<file path="src/rtl/ps2_tx.sv">
// ps2_tx: PS/2 host-to-device command transmitter (inhibit, start, 8 data, odd parity, stop, ACK)
//   clock, reset      : system clock, synchronous active-high reset
//   start, tx_data    : one-cycle send request and the byte to send (ignored while busy)
//   busy              : transaction in progress, low in the done cycle
//   done              : one-cycle pulse ending every transaction
//   ack_ok, timeout   : status, valid while done=1
//   ps_clock_in/_data_in : raw pad levels
//   ps_clock_oe/_data_oe : 1 = pull the matching pad low (registered)
//   Optional macro PS2_TX_FILTER_EN adds a FILTER_LEN-sample glitch filter on the device clock.
module ps2_tx #(
  parameter int INHIBIT_CYCLES = 2500,
  parameter int TIMEOUT_CYCLES = 375000,
  parameter int FILTER_LEN     = 8
) (
  input  logic       clock,
  input  logic       reset,
  input  logic       start,
  input  logic [7:0] tx_data,
  output logic       busy,
  output logic       done,
  output logic       ack_ok,
  output logic       timeout,
  input  logic       ps_clock_in,
  input  logic       ps_data_in,
  output logic       ps_clock_oe,
  output logic       ps_data_oe
);
  localparam int CW = $clog2(INHIBIT_CYCLES + 1);
  localparam int TW = $clog2(TIMEOUT_CYCLES + 1);
  typedef enum logic [2:0] {IDLE, INHIBIT, RTS, BITS, ACK, WAIT_IDLE, DONE} state_t;
  state_t          r_state, w_state_n;
  logic [CW-1:0]   r_cnt, w_cnt_n;
  logic [TW-1:0]   r_tcnt, w_tcnt_n;
  logic [9:0]      r_shift, w_shift_n;
  logic [3:0]      r_bitcnt, w_bitcnt_n;
  logic            r_ack, w_ack_n;
  logic            r_to, w_to_n;
  logic            r_clk_oe, w_clk_oe_n;
  logic            r_dat_oe, w_dat_oe_n;
  logic [1:0]      r_clk_s, r_dat_s;
  logic            r_clk_prev;
  logic            w_clk_f, w_fall, w_tick;
`ifdef PS2_TX_FILTER_EN
  localparam int FW = $clog2(FILTER_LEN + 1);
  logic          r_filt;
  logic [FW-1:0] r_fcnt;
  // filtered level flips only after FILTER_LEN consecutive samples disagree with it
  always_ff @(posedge clock) begin
    if (reset) begin
      r_filt <= 1'b1;
      r_fcnt <= '0;
    end else if (r_clk_s[1] == r_filt) begin
      r_fcnt <= '0;
    end else if (r_fcnt == FW'(FILTER_LEN - 1)) begin
      r_filt <= r_clk_s[1];
      r_fcnt <= '0;
    end else begin
      r_fcnt <= r_fcnt + FW'(1);
    end
  end
  assign w_clk_f = r_filt;
`else
  logic w_unused_flen;
  assign w_unused_flen = (FILTER_LEN > 0);
  assign w_clk_f = r_clk_s[1];
`endif
  assign w_fall  = r_clk_prev & ~w_clk_f;
  assign w_tick  = (r_state == RTS) || (r_state == BITS) || (r_state == ACK) || (r_state == WAIT_IDLE);
  assign done    = (r_state == DONE);
  assign busy    = (r_state != IDLE) && (r_state != DONE);
  assign ack_ok  = done & r_ack;
  assign timeout = done & r_to;
  assign ps_clock_oe = r_clk_oe;
  assign ps_data_oe  = r_dat_oe;
  always_ff @(posedge clock) begin
    if (reset) begin
      r_clk_s    <= 2'b11;
      r_dat_s    <= 2'b11;
      r_clk_prev <= 1'b1;
    end else begin
      r_clk_s    <= {r_clk_s[0], ps_clock_in};
      r_dat_s    <= {r_dat_s[0], ps_data_in};
      r_clk_prev <= w_clk_f;
    end
  end
  always_ff @(posedge clock) begin
    if (reset) begin
      r_state  <= IDLE;
      r_cnt    <= '0;
      r_tcnt   <= '0;
      r_shift  <= '0;
      r_bitcnt <= '0;
      r_ack    <= 1'b0;
      r_to     <= 1'b0;
      r_clk_oe <= 1'b0;
      r_dat_oe <= 1'b0;
    end else begin
      r_state  <= w_state_n;
      r_cnt    <= w_cnt_n;
      r_tcnt   <= w_tcnt_n;
      r_shift  <= w_shift_n;
      r_bitcnt <= w_bitcnt_n;
      r_ack    <= w_ack_n;
      r_to     <= w_to_n;
      r_clk_oe <= w_clk_oe_n;
      r_dat_oe <= w_dat_oe_n;
    end
  end
  always_comb begin
    w_state_n  = r_state;
    w_cnt_n    = r_cnt;
    w_tcnt_n   = w_tick ? (w_fall ? '0 : r_tcnt + TW'(1)) : r_tcnt;
    w_shift_n  = r_shift;
    w_bitcnt_n = r_bitcnt;
    w_ack_n    = r_ack;
    w_to_n     = r_to;
    w_clk_oe_n = r_clk_oe;
    w_dat_oe_n = r_dat_oe;
    case (r_state)
      IDLE: if (start) begin
        w_shift_n  = {1'b1, ~^tx_data, tx_data};
        w_cnt_n    = '0;
        w_ack_n    = 1'b0;
        w_to_n     = 1'b0;
        w_clk_oe_n = 1'b1;
        w_state_n  = INHIBIT;
      end
      INHIBIT: begin
        w_cnt_n = r_cnt + CW'(1);
        // start bit is already low during the last inhibit cycle, before the clock is released
        if (r_cnt == CW'(INHIBIT_CYCLES - 2) || r_cnt == CW'(INHIBIT_CYCLES - 1)) w_dat_oe_n = 1'b1;
        if (r_cnt == CW'(INHIBIT_CYCLES - 1)) begin
          w_clk_oe_n = 1'b0;
          w_tcnt_n   = '0;
          w_state_n  = RTS;
        end
      end
      RTS: if (w_fall) begin
        w_dat_oe_n = ~r_shift[0];
        w_shift_n  = r_shift >> 1;
        w_bitcnt_n = 4'd1;
        w_state_n  = BITS;
      end
      BITS: if (w_fall) begin
        w_dat_oe_n = ~r_shift[0];
        w_shift_n  = r_shift >> 1;
        w_bitcnt_n = r_bitcnt + 4'd1;
        if (r_bitcnt == 4'd9) w_state_n = ACK;
      end
      ACK: if (w_fall) begin
        w_ack_n   = ~r_dat_s[1];
        w_state_n = WAIT_IDLE;
      end
      WAIT_IDLE: if (w_clk_f && r_dat_s[1]) w_state_n = DONE;
      DONE: w_state_n = IDLE;
      default: w_state_n = IDLE;
    endcase
    // normal completion wins over a timeout in the same cycle
    if (w_tick && !w_fall && r_tcnt == TW'(TIMEOUT_CYCLES - 1) && w_state_n != DONE) begin
      w_clk_oe_n = 1'b0;
      w_dat_oe_n = 1'b0;
      w_ack_n    = 1'b0;
      w_to_n     = 1'b1;
      w_state_n  = DONE;
    end
  end
endmodule

</file>
<file path="config.mk">
export PLATFORM = sky130hd
export DESIGN_NAME = ps2_tx
export DESIGN_NICKNAME = d
export VERILOG_FILES = /design/src/rtl/ps2_tx.sv
export SDC_FILE = /design/constraint.sdc
export NUM_CORES = 1
export LEC_CHECK = 0
export ABC_AREA = 1
export CAP_MARGIN = 25
export CORE_UTILIZATION = 37
export DETAILED_ROUTE_END_ITERATION = 6
export DONT_BUFFER_PORTS = 1
export HOLD_SLACK_MARGIN = 0.1
export PLACE_DENSITY_LB_ADDON = 0.12
export SYNTH_ARGS = -nofsm -noshare
export SYNTH_HDL_FRONTEND = slang
export SYNTH_SLANG_ARGS = --single-unit
export TNS_END_PERCENT = 20
</file>
<file path="constraint.sdc">
create_clock -name clock -period 3.5 [get_ports clock]
set_input_delay 0.35 -clock clock [delete_from_list [all_inputs] [get_ports clock]]
set_output_delay 0.35 -clock clock [all_outputs]
set_load 0.1 [all_outputs]
</file>
Word-level counts from Yosys, hierarchy flattened --
Index checks and enable logic that the tools add are counted.
Word-level totals: input bits 13, register bits after elaboration 57, word-level logic and storage cells 102, output and inout bits 6
Operators by class: muxes and demuxes 32, reductions and logical operators 29, add/sub/neg operators 3, bitwise logic cells 6, equal/unequal tests 19
Operator list (count):
- $mux 19 | 4
- $eq 12x12->1 const B | 2
- $mux 3 | 8
- $pmux 12 s2 | 1
- $mux 10 | 2
- $pmux 10 s2 | 1
- $add 19x1->19 const B | 1
- $eq 19x19->1 const B | 1
- $pmux 3 s6 | 1
- $reduce_and 3->1 | 5
- $reduce_bool 2->1 | 7
- $add 12x1->12 const B | 1
- $mux 12 | 1
- $ne 2x2->1 const B | 6
- $eq 3x3->1 const B | 3
- $mux 1 | 8
- $mux 4 | 2
- $pmux 4 s2 | 1
- $reduce_xnor 8->1 | 1
- $eq 3x2->1 const B | 2
- $ne 3x3->1 const B | 2
- $pmux 1 s2 | 3
- $logic_and 1x1->1 | 5
- $add 4x1->4 const B | 1
- other kinds (11) | 20

Logic depth before layout (Yosys ltp) --
Gate-level depths: netlist of the first run.
depth after elaboration 9, depth in mapped cells 10, gate-level depth less buffers 10

Worst setup path after synthesis of the first run --
OpenSTA, ideal clock, no wires.
path kind reg2out, start point register r_state[2], end point output port ack_ok, slack -983 ps, data required time 3150 ps, buffers on the path 0, stages on the path, launching flop included 5, arrival 4133 ps, cell sequence dfxtp_1 inv_2 nor3_1 inv_1 nor2_1
Between the ends: cells in the longest elaborated chain, start to end 2
Ends and longest elaborated chain:
- from (decl) | line 31 | state_t r_state, w_state_n;
- from (signal assigned) | line 98 | r_state <= w_state_n;
- $eq 3x3->1 | line 69 | assign done = (r_state == DONE);
- via done | line 20 | output logic done,
- $and 1x1->1 | line 71 | assign ack_ok = done & r_ack;
- to (decl) | line 21 | output logic ack_ok,
The timed path passes the listed nets, and every way through them passes these cells.

Worst setup path in the final report of the first run --
start point register r_state[2], end point output port busy
Between the ends: cells in the longest elaborated chain, start to end 2, elaborated cells on any way between the ends 3, those cells by class 1 x eq/ne; 2 x reduce/logical
Ends and longest elaborated chain:
- $ne 3x3->1 or $reduce_bool 3->1 (tied branches) | line 70 | assign busy = (r_state != IDLE) && (r_state != DONE);
- $logic_and 1x1->1 (*) | line 70
- to (decl) | line 19 | output logic busy,
Every way passes the cells marked *; elsewhere a longest branch is shown, timed or not.

==> summary.md, run 1 <==
| Metric | Value |
|---|---|
| Post-route setup TNS | 0 ns |
| Critical path required time | 3.15 ns |
| Multi-input logic area | 0.00167 mm² |
| Worst vdd ir | about 0.19 mV |
| Ports | 19 |
| CTS resizes | 0 |
| Nets | 481 |
| Placed instance area | 0.00320 mm² |
| Period utilization | 0.682 |
| Clock-pin slew on the worst setup and hold paths | about 0.060 ns |
| Clk_lat worst skew | 0.34 ns |
| Seq/Total Area, Yosys | 0.368 |
| Post-route cell area | between 0.003 and 0.004 mm² |
| Fill cells | 884 |
| Final hold violations | 0 |
| Max transition margin | 0.337 |
| IO Port Bufs | 0 |
| Initial DRT Pass Iterations | 4 |
| Fmax | 419 MHz |
| CP arrival | slightly above 2 ns |
| CP max-delay cell | nand2_1 |
| Post-synthesis xor/xnor area fraction | 0.0452 |
| Synth unique cells | 38 |
| Share of cells above drive strength 1 | 0.113 |
| Crit end category | primary output |
| Yosys warns | 0 |
| Num rows | 33 |
| Vias | between 2,000 and 3,000 |
| CP Launch Point | r_state[2] |
| Pwr dens | a little over 400 mW/mm² |
| Gpl congestion | 0.767 |
| Root Driver | clkbuf_8 |
| CP max stage delay | 0.57 ns |
| Dominant cell type by area after synthesis | dfxtp_1 |
| WL/cell | 11.6 µm |
| Ratio of routed vias to standard cells | 4.73 |
| Initial antenna violation count | 0 |
| Synth Cell Area | 0.00310 mm² |
| Slew Limit Fails | 0 |
| Synth Net Count | 474 |
| H-tree levels | 3 |
| Worst r2r src | r_state[0] |
| Total CTS buffers | 9 |
| Synth Area in Compound Gates | 0.112 |
| Post-route insts no fill | 572 |
| Initial DRC count | approximately 130 |
| Buffer levels on the longest clock path | 2 |
| Status | finished, final reports clean |
| Core area | 0.00818 mm² |
| Synth async-reset ratio | 0 |
| TritonCTS clock tree | done |
| Clk sinks | 57 |
| Die Y | 93.6 µm |
| Worst Min Path Start | reset |
| Routed Antenna Nets | 0 |
| HP Class | input pin to flip-flop |
| DRC | 0 |
| Antenna diodes | 0 |
| Synth Flop Type | dfxtp_1 |
| Area share of the largest cell type after synthesis | 0.368 |
| Post-synthesis simple-gate area fraction | 0.355 |
| Mux cell area share after synthesis | 0 |
| Detail Placement HPWL | about 4700 µm |
| Detailed Route WL | 6610 µm |
| Die Footprint | 0.00876 mm² |
| Vias in the first global route | 2,486 |
| Worst Tran Pin Value | 0.993 ns |
| Clock skew | between 0.008 and 0.009 ns |
| Grt ovf | 0 |
| Most area-consuming cells after synthesis | dfxtp_1, nand2_1, inv_1 |
| #FFs+latches synth | 57 |
| Most instantiated cells after synthesis | nand2_1, dfxtp_1, inv_1 |
| Area Overhead vs Synth | 10.3% |
| Largest net degree at the start of global routing | 24 |
| LEAKAGE | 1.35 nW |
| Initial Util | 0.380 |
| Main combinational cell family by area after synthesis | simple AND/OR/NAND/NOR gates |
| Worst Path Max Fanout | 22 |
| Setup violators final | 0 |
| Mapped Cells | 456 |
| Crit path top cell by count | nand2_4 |
| CP Cell Sequence | inv_2 > nand2_4 > nand2_4 > inv_6 > nand2_1 |
| First-pass GRT wire length | 11,100 µm |
| Fin util | 0.419 |
| Unrepaired setup endpoints after global routing | no |
| Die W | 93.6 µm |
| Crit start category | flip-flop |
| Total GRT Usage | 0.164 |
| Min Clock Period, post-route | 2.39 ns |
| Avg Cell Area, Syn | 6.80 µm² |
| Cell with the most instances after synthesis | nand2_1 |
| Register area | 0.00114 mm² |
| EDFF count, synth | 0 |
| Adder-Cell Fraction of Synth Area | 0.0202 |
| Crit path kind | flip-flop to primary output |
| Max-Cap Viols | 0 |
| Post-Place Cells | between 500 and 600 |
[sequential cells by signal (all words and copies together), names as in the netlist, 2 cells and up]
signal / cells
r_bitcnt: 4
r_clk_s: 2
r_cnt: 12
r_dat_s: 2
r_shift: 10
r_state: 3
r_tcnt: 19
[timing repair]
| action | 4_1_cts | 5_1_grt |
|---|---|---|
| buffers inserted | 0 | 0 |
| hold buffers | 4 | 0 |
| endpoints found under the hold margin | 11 | 0 |
[logic make-up (layout without fill, tap and decap cells)]
family | count (synthesis) | in the layout
flip-flops | 57 | 57
XOR/XNOR | 16 | 16
adder cells (fa/ha/maj) | 5 | 5
AO/OA/AOI/OAI | 65 | 65
AND/OR/NAND/NOR | 240 | 240
buffers and inverters | 73 | 84
[final timing paths]
kind | slack [ns] | end | cells past startpoint
worst max-delay path | 1.11 | busy | 5
worst min-delay path | 0.12 | r_clk_s[1] | 1
worst min register to register | 0.41 | r_dat_s[1] | 1
worst max register to register | 1.55 | r_tcnt[14] | 7
[per-stage QoR]
step	power [mW]	setup WS, ns	hold slack (ns)
2_1_floorplan	0.801	-0.0211	0.389
3_3_place_gp	0.814	1.49	0.394
3_5_place_dp	0.816	1.46	0.393
4_1_cts	1.40	1.08	0.101
5_1_grt	1.44	0.943	0.103
6_report	1.38	1.11	0.117
[layout make-up]
| cell class | count | share of cell area |
|---|---|---|
| Clock inverter | 3 | 0.00439 |
| Multi-Input combinational cell | 326 | 0.488 |
| Tap cell | 105 | 0.0384 |
| Clock buffer | 12 | 0.0483 |
| Sequential cell | 57 | 0.333 |
| Inverter | 62 | 0.0695 |
| Timing Repair Buffer | 7 | 0.0183 |
[layer usage]
metal | vias to the layer above | part of all wire | global-route usage | wire, µm
met1 | 1189 | 0.51 | 0.213 | 3360
met4 | 0 | 0.018 | 0.0756 | 120
met5 | - | 0 | 0 | 0
met3 | 12 | 0.033 | 0.0366 | 217
li1 | 1474 | - | - | -
met2 | 31 | 0.44 | 0.259 | 2910
[worst max-delay path, delay by kind of cell, from the launching register on]
kind	cells	cell delay, ns
buf+inv	2	0.27
simple gates	3	0.98
flops	1	0.45
[report_power, final]
part	switching (mW)	total [mW]	internal [mW]
Combinational	0.0759	0.112	0.0362
Sequential	0.0245	0.693	0.668
Clock	0.267	0.574	0.307
[cells in the final DEF (no fill, tap or decap), drive strengths merged, types with 4 or more instances in the layout]
cell         instances
inv                 62
nand4               10
o21ai               30
ha                   5
clkbuf              12
dfxtp               57
or2                  5
xor2                10
nand3b               7
nor2                64
a21oi               26
xnor2                6
nor3                10
nand3               29
nand2              111
dlygate4sd3          4
(Power assumes the default switching activity.)
==> inputs of run 2 (changes only) <==
==> constraint.sdc (replaced) <==
create_clock -name clock -period 2 [get_ports clock]
set_input_delay 0.2 -clock clock [delete_from_list [all_inputs] [get_ports clock]]
set_output_delay 0.2 -clock clock [all_outputs]
set_load 0.1 [all_outputs]
==> summary.md, run 2 (synthesized netlist as in run 1, its figures left out) <==
| Metric | Value |
|---|---|
| Status | finished, final reports clean |
| Detailed Route WL | 6750 µm (+2.0%) |
| Number of flip-flops under the largest register name | 19 (unchanged) |
| CP Cell Sequence | inv_2 > nand2_1 > nand2_8 > inv_6 > nand2_1 > buf_4 |
| Crit path top cell by count | nand2_1 |
| Core area | 0.00818 mm² (unchanged) |
| Fill cells | 852 (-3.6%) |
| Max transition margin | 0.659 (+0.322) |
| Final hold violations | 0 (unchanged) |
| H-tree levels | 3 (unchanged) |
| Commonest non-fill, non-tap cell in the layout | nand2_1 |
| Share of cells above drive strength 1 | 0.135 (+0.0215) |
| Grt ovf | 0 (unchanged) |
| Post-route insts no fill | 579 (+1.2%) |
| Initial Util | 0.380 (unchanged) |
| Critical path required time | 1.80 ns (-1.35 ns) |
| Switching Fraction | 0.256 (-0.0106) |
| Routed Antenna Nets | 0 (unchanged) |
| Total power | 2.61 mW (+89%) |
| Slew Limit Fails | 0 (unchanged) |
| Min Clock Period, post-route | between 1.5 and 2 ns |
| Largest Register | r_tcnt |
| Pwr dens | 734 mW/mm² (+82%) |
| Num rows | 33 (unchanged) |
| Commonest cells after routing, fill and taps aside | nand2_1, inv_1, dfxtp_1 |
| Multi-input logic area | 0.00169 mm² (+1.1%) |
| Clock power share | 0.455 (+0.039) |
| Hold depth | 2 (+1) |
| CP top delay family | buffers and inverters |
| Die Y | 93.6 µm (unchanged) |
| Placed instance area | 0.00330 mm² (+3.0%) |
| Period utilization | 0.906 |
| HP Class | input pin to flip-flop |
| Clk_lat worst skew | 0.34 ns (about the same) |
| Largest net degree at the start of global routing | 23 (-4.2%) |
| Post-Place Cells | 560 (+1.3%) |
| Ports | 19 (unchanged) |
| Ratio of routed vias to standard cells | 4.81 (+1.6%) |
| Min Hold Slack | 0.155 ns (+0.0383 ns) |
| Clk sinks | 57 (unchanged) |
| Total CTS buffers | 9 (unchanged) |
| IO Port Bufs | 0 (unchanged) |
| WL/cell | 11.7 µm (+0.81%) |
| Combinational Power Share | 0.091 (+0.010) |
| Setup violators final | 0 (unchanged) |
| Postcts setup bufs | 0 (unchanged) |
| Buffer levels on the longest clock path | 2 (unchanged) |
| Nets | 487 (+1.2%) |
| Area Overhead vs Synth | 14.6% |
| DRC | 0 (unchanged) |
| Crit end category | primary output |
| Vias in the first global route | 2,581 (+3.8%) |
| Detail Placement HPWL | 4790 µm (+2.3%) |
| FF-to-FF path depth | 8 (+1) |
| Worst Path Max Fanout | 19 (-14%) |
| Post-route setup TNS | 0 ns (unchanged) |
| Unrepaired setup endpoints after global routing | no |
| Clock-pin slew on the worst setup and hold paths | 0.07 ns (about the same) |
| Root Driver | clkbuf_8 |
| Crit start category | flip-flop |
| Max-Cap Viols | 0 (unchanged) |
| Initial DRC count | 122 (-9.0%) |
| CP arrival | 1.61 ns (-0.43 ns) |
| Die W | 93.6 µm (unchanged) |
| Initial antenna violation count | 0 (unchanged) |
| LEAKAGE | 1.41 nW (+4.0%) |
| Pint | 1.94 mW (+92%) |
| Antenna diodes | 0 (unchanged) |
| Initial DRT Pass Iterations | 4 (unchanged) |
| Worst vdd ir | 0.406 mV (+110%) |
| Register area | 0.00115 mm² (+0.44%) |
| Vias | 2,783 (+2.8%) |
| Fin util | 0.435 (+0.0162) |
| CP Buf/Inv Count | 3 (+1) |
| Pre-CTS setup slack | 0.255 ns (-1.20 ns) |
| Largest regs | r_tcnt: 19 flops, r_cnt: 12 flops, r_shift: 10 flops |
| Flop pwr share | 0.454 (-0.048) |
| Clock skew | 0.0108 ns (+0.00254 ns) |
| Worst Tran Pin Value | 0.510 ns (-0.483 ns) |
| Crit path depth | 6 (+1) |
| Gpl congestion | 0.793 (+3.4%) |
| P_sw | 0.667 mW (+82%) |
| CP max stage delay | 0.35 ns (-0.22 ns) |
| TritonCTS clock tree | done |
| Crit path kind | flip-flop to primary output |
| CP max-delay cell | dfxtp_2 |
| Total GRT Usage | 0.168 (+0.00359) |
| Post-route cell area | 0.00355 mm² (+3.9%) |
| Fmax | 552 MHz |
| Die Footprint | 0.00876 mm² (unchanged) |
| Fin worst setup slack | 0.188 ns (-0.924 ns) |
| First-pass GRT wire length | 11,500 µm (+3.0%) |
==> run 2: changes by cell type in the layout (fill, tap and decap cells not counted), moves of 2 or more <==
cell,delta
buf_12,+2
buf_4,+5
bufinv_16,+2
clkbuf_8,-3
clkinv_4,+2
dfxtp_1,-2
nor2_2,-2
nor2_4,+2
==> run 2: routing by layer <==
| layer | global-route usage | up-vias | share of wire |
|---|---|---|---|
| li1 | - | 1490 | - |
| met1 | 0.214 | 1249 | 0.49 |
| met2 | 0.268 | 39 | 0.46 |
| met3 | 0.0618 | 5 | 0.042 |
| met4 | 0.0423 | 0 | 0.0076 |
| met5 | 0 | - | 0 |
==> run 2: power by group through the flow <==
stage / registers (mW) / clock network (mW) / logic [mW]
after global routing: 1.19 / 1.28 / 0.269
after global placement: 1.21 / 0 / 0.232
final: 1.18 / 1.19 / 0.238
after floorplan: 1.23 / 0 / 0.169
after detailed placement: 1.21 / 0 / 0.232
after CTS: 1.18 / 1.23 / 0.241
==> run 2: worst register-to-register path, cell delays in order (launching register included) <==
cell and delay, ns:
dfxtp_1 0.39, ha_1 0.21, inv_1 0.07, nor2_1 0.14, nand4_1 0.19, nand2_2 0.16
nor2_4 0.04, inv_2 0.30, nor2_1 0.10
==> run 2: what timing repair did <==
item                                    in CTS  in global routing
hold buffers                                 3                  0
gates resized for setup                      0                  1
endpoints found under the setup margin       0                  1
hold endpoints to repair                    12                  0
==> run 2: path summary, 6_finish.rpt <==
path / endpoint / slack (ns) / from
max: busy / 0.19 / r_state[1]
min: r_clk_prev / 0.16 / reset
max reg2reg: r_tcnt[12] / 0.27 / r_cnt[0]
min reg2reg: r_clk_s[1] / 0.41 / r_clk_s[0]
==> run 2: cell type report <==
class,instances,share of cell area
multi-input cells,326,0.475
flip-flops and latches,57,0.322
inverters,62,0.0676
well taps,105,0.0370
repair buffers,13,0.0366
clock buffers,9,0.0348
clock inverters,7,0.0268
==> inputs of run 3 (changes only) <==
--- a/config.mk
+++ b/config.mk
@@ -8,6 +8,7 @@
 export ABC_AREA = 1
 export CAP_MARGIN = 25
 export CORE_UTILIZATION = 37
+export CTS_BUF_LIST = sky130_fd_sc_hd__clkbuf_2 sky130_fd_sc_hd__clkbuf_4 sky130_fd_sc_hd__clkbuf_8
 export DETAILED_ROUTE_END_ITERATION = 6
 export DONT_BUFFER_PORTS = 1
 export HOLD_SLACK_MARGIN = 0.1
==> results of run 3 <==
No change in the layout: final DEF, timing and power equal those of run 2.
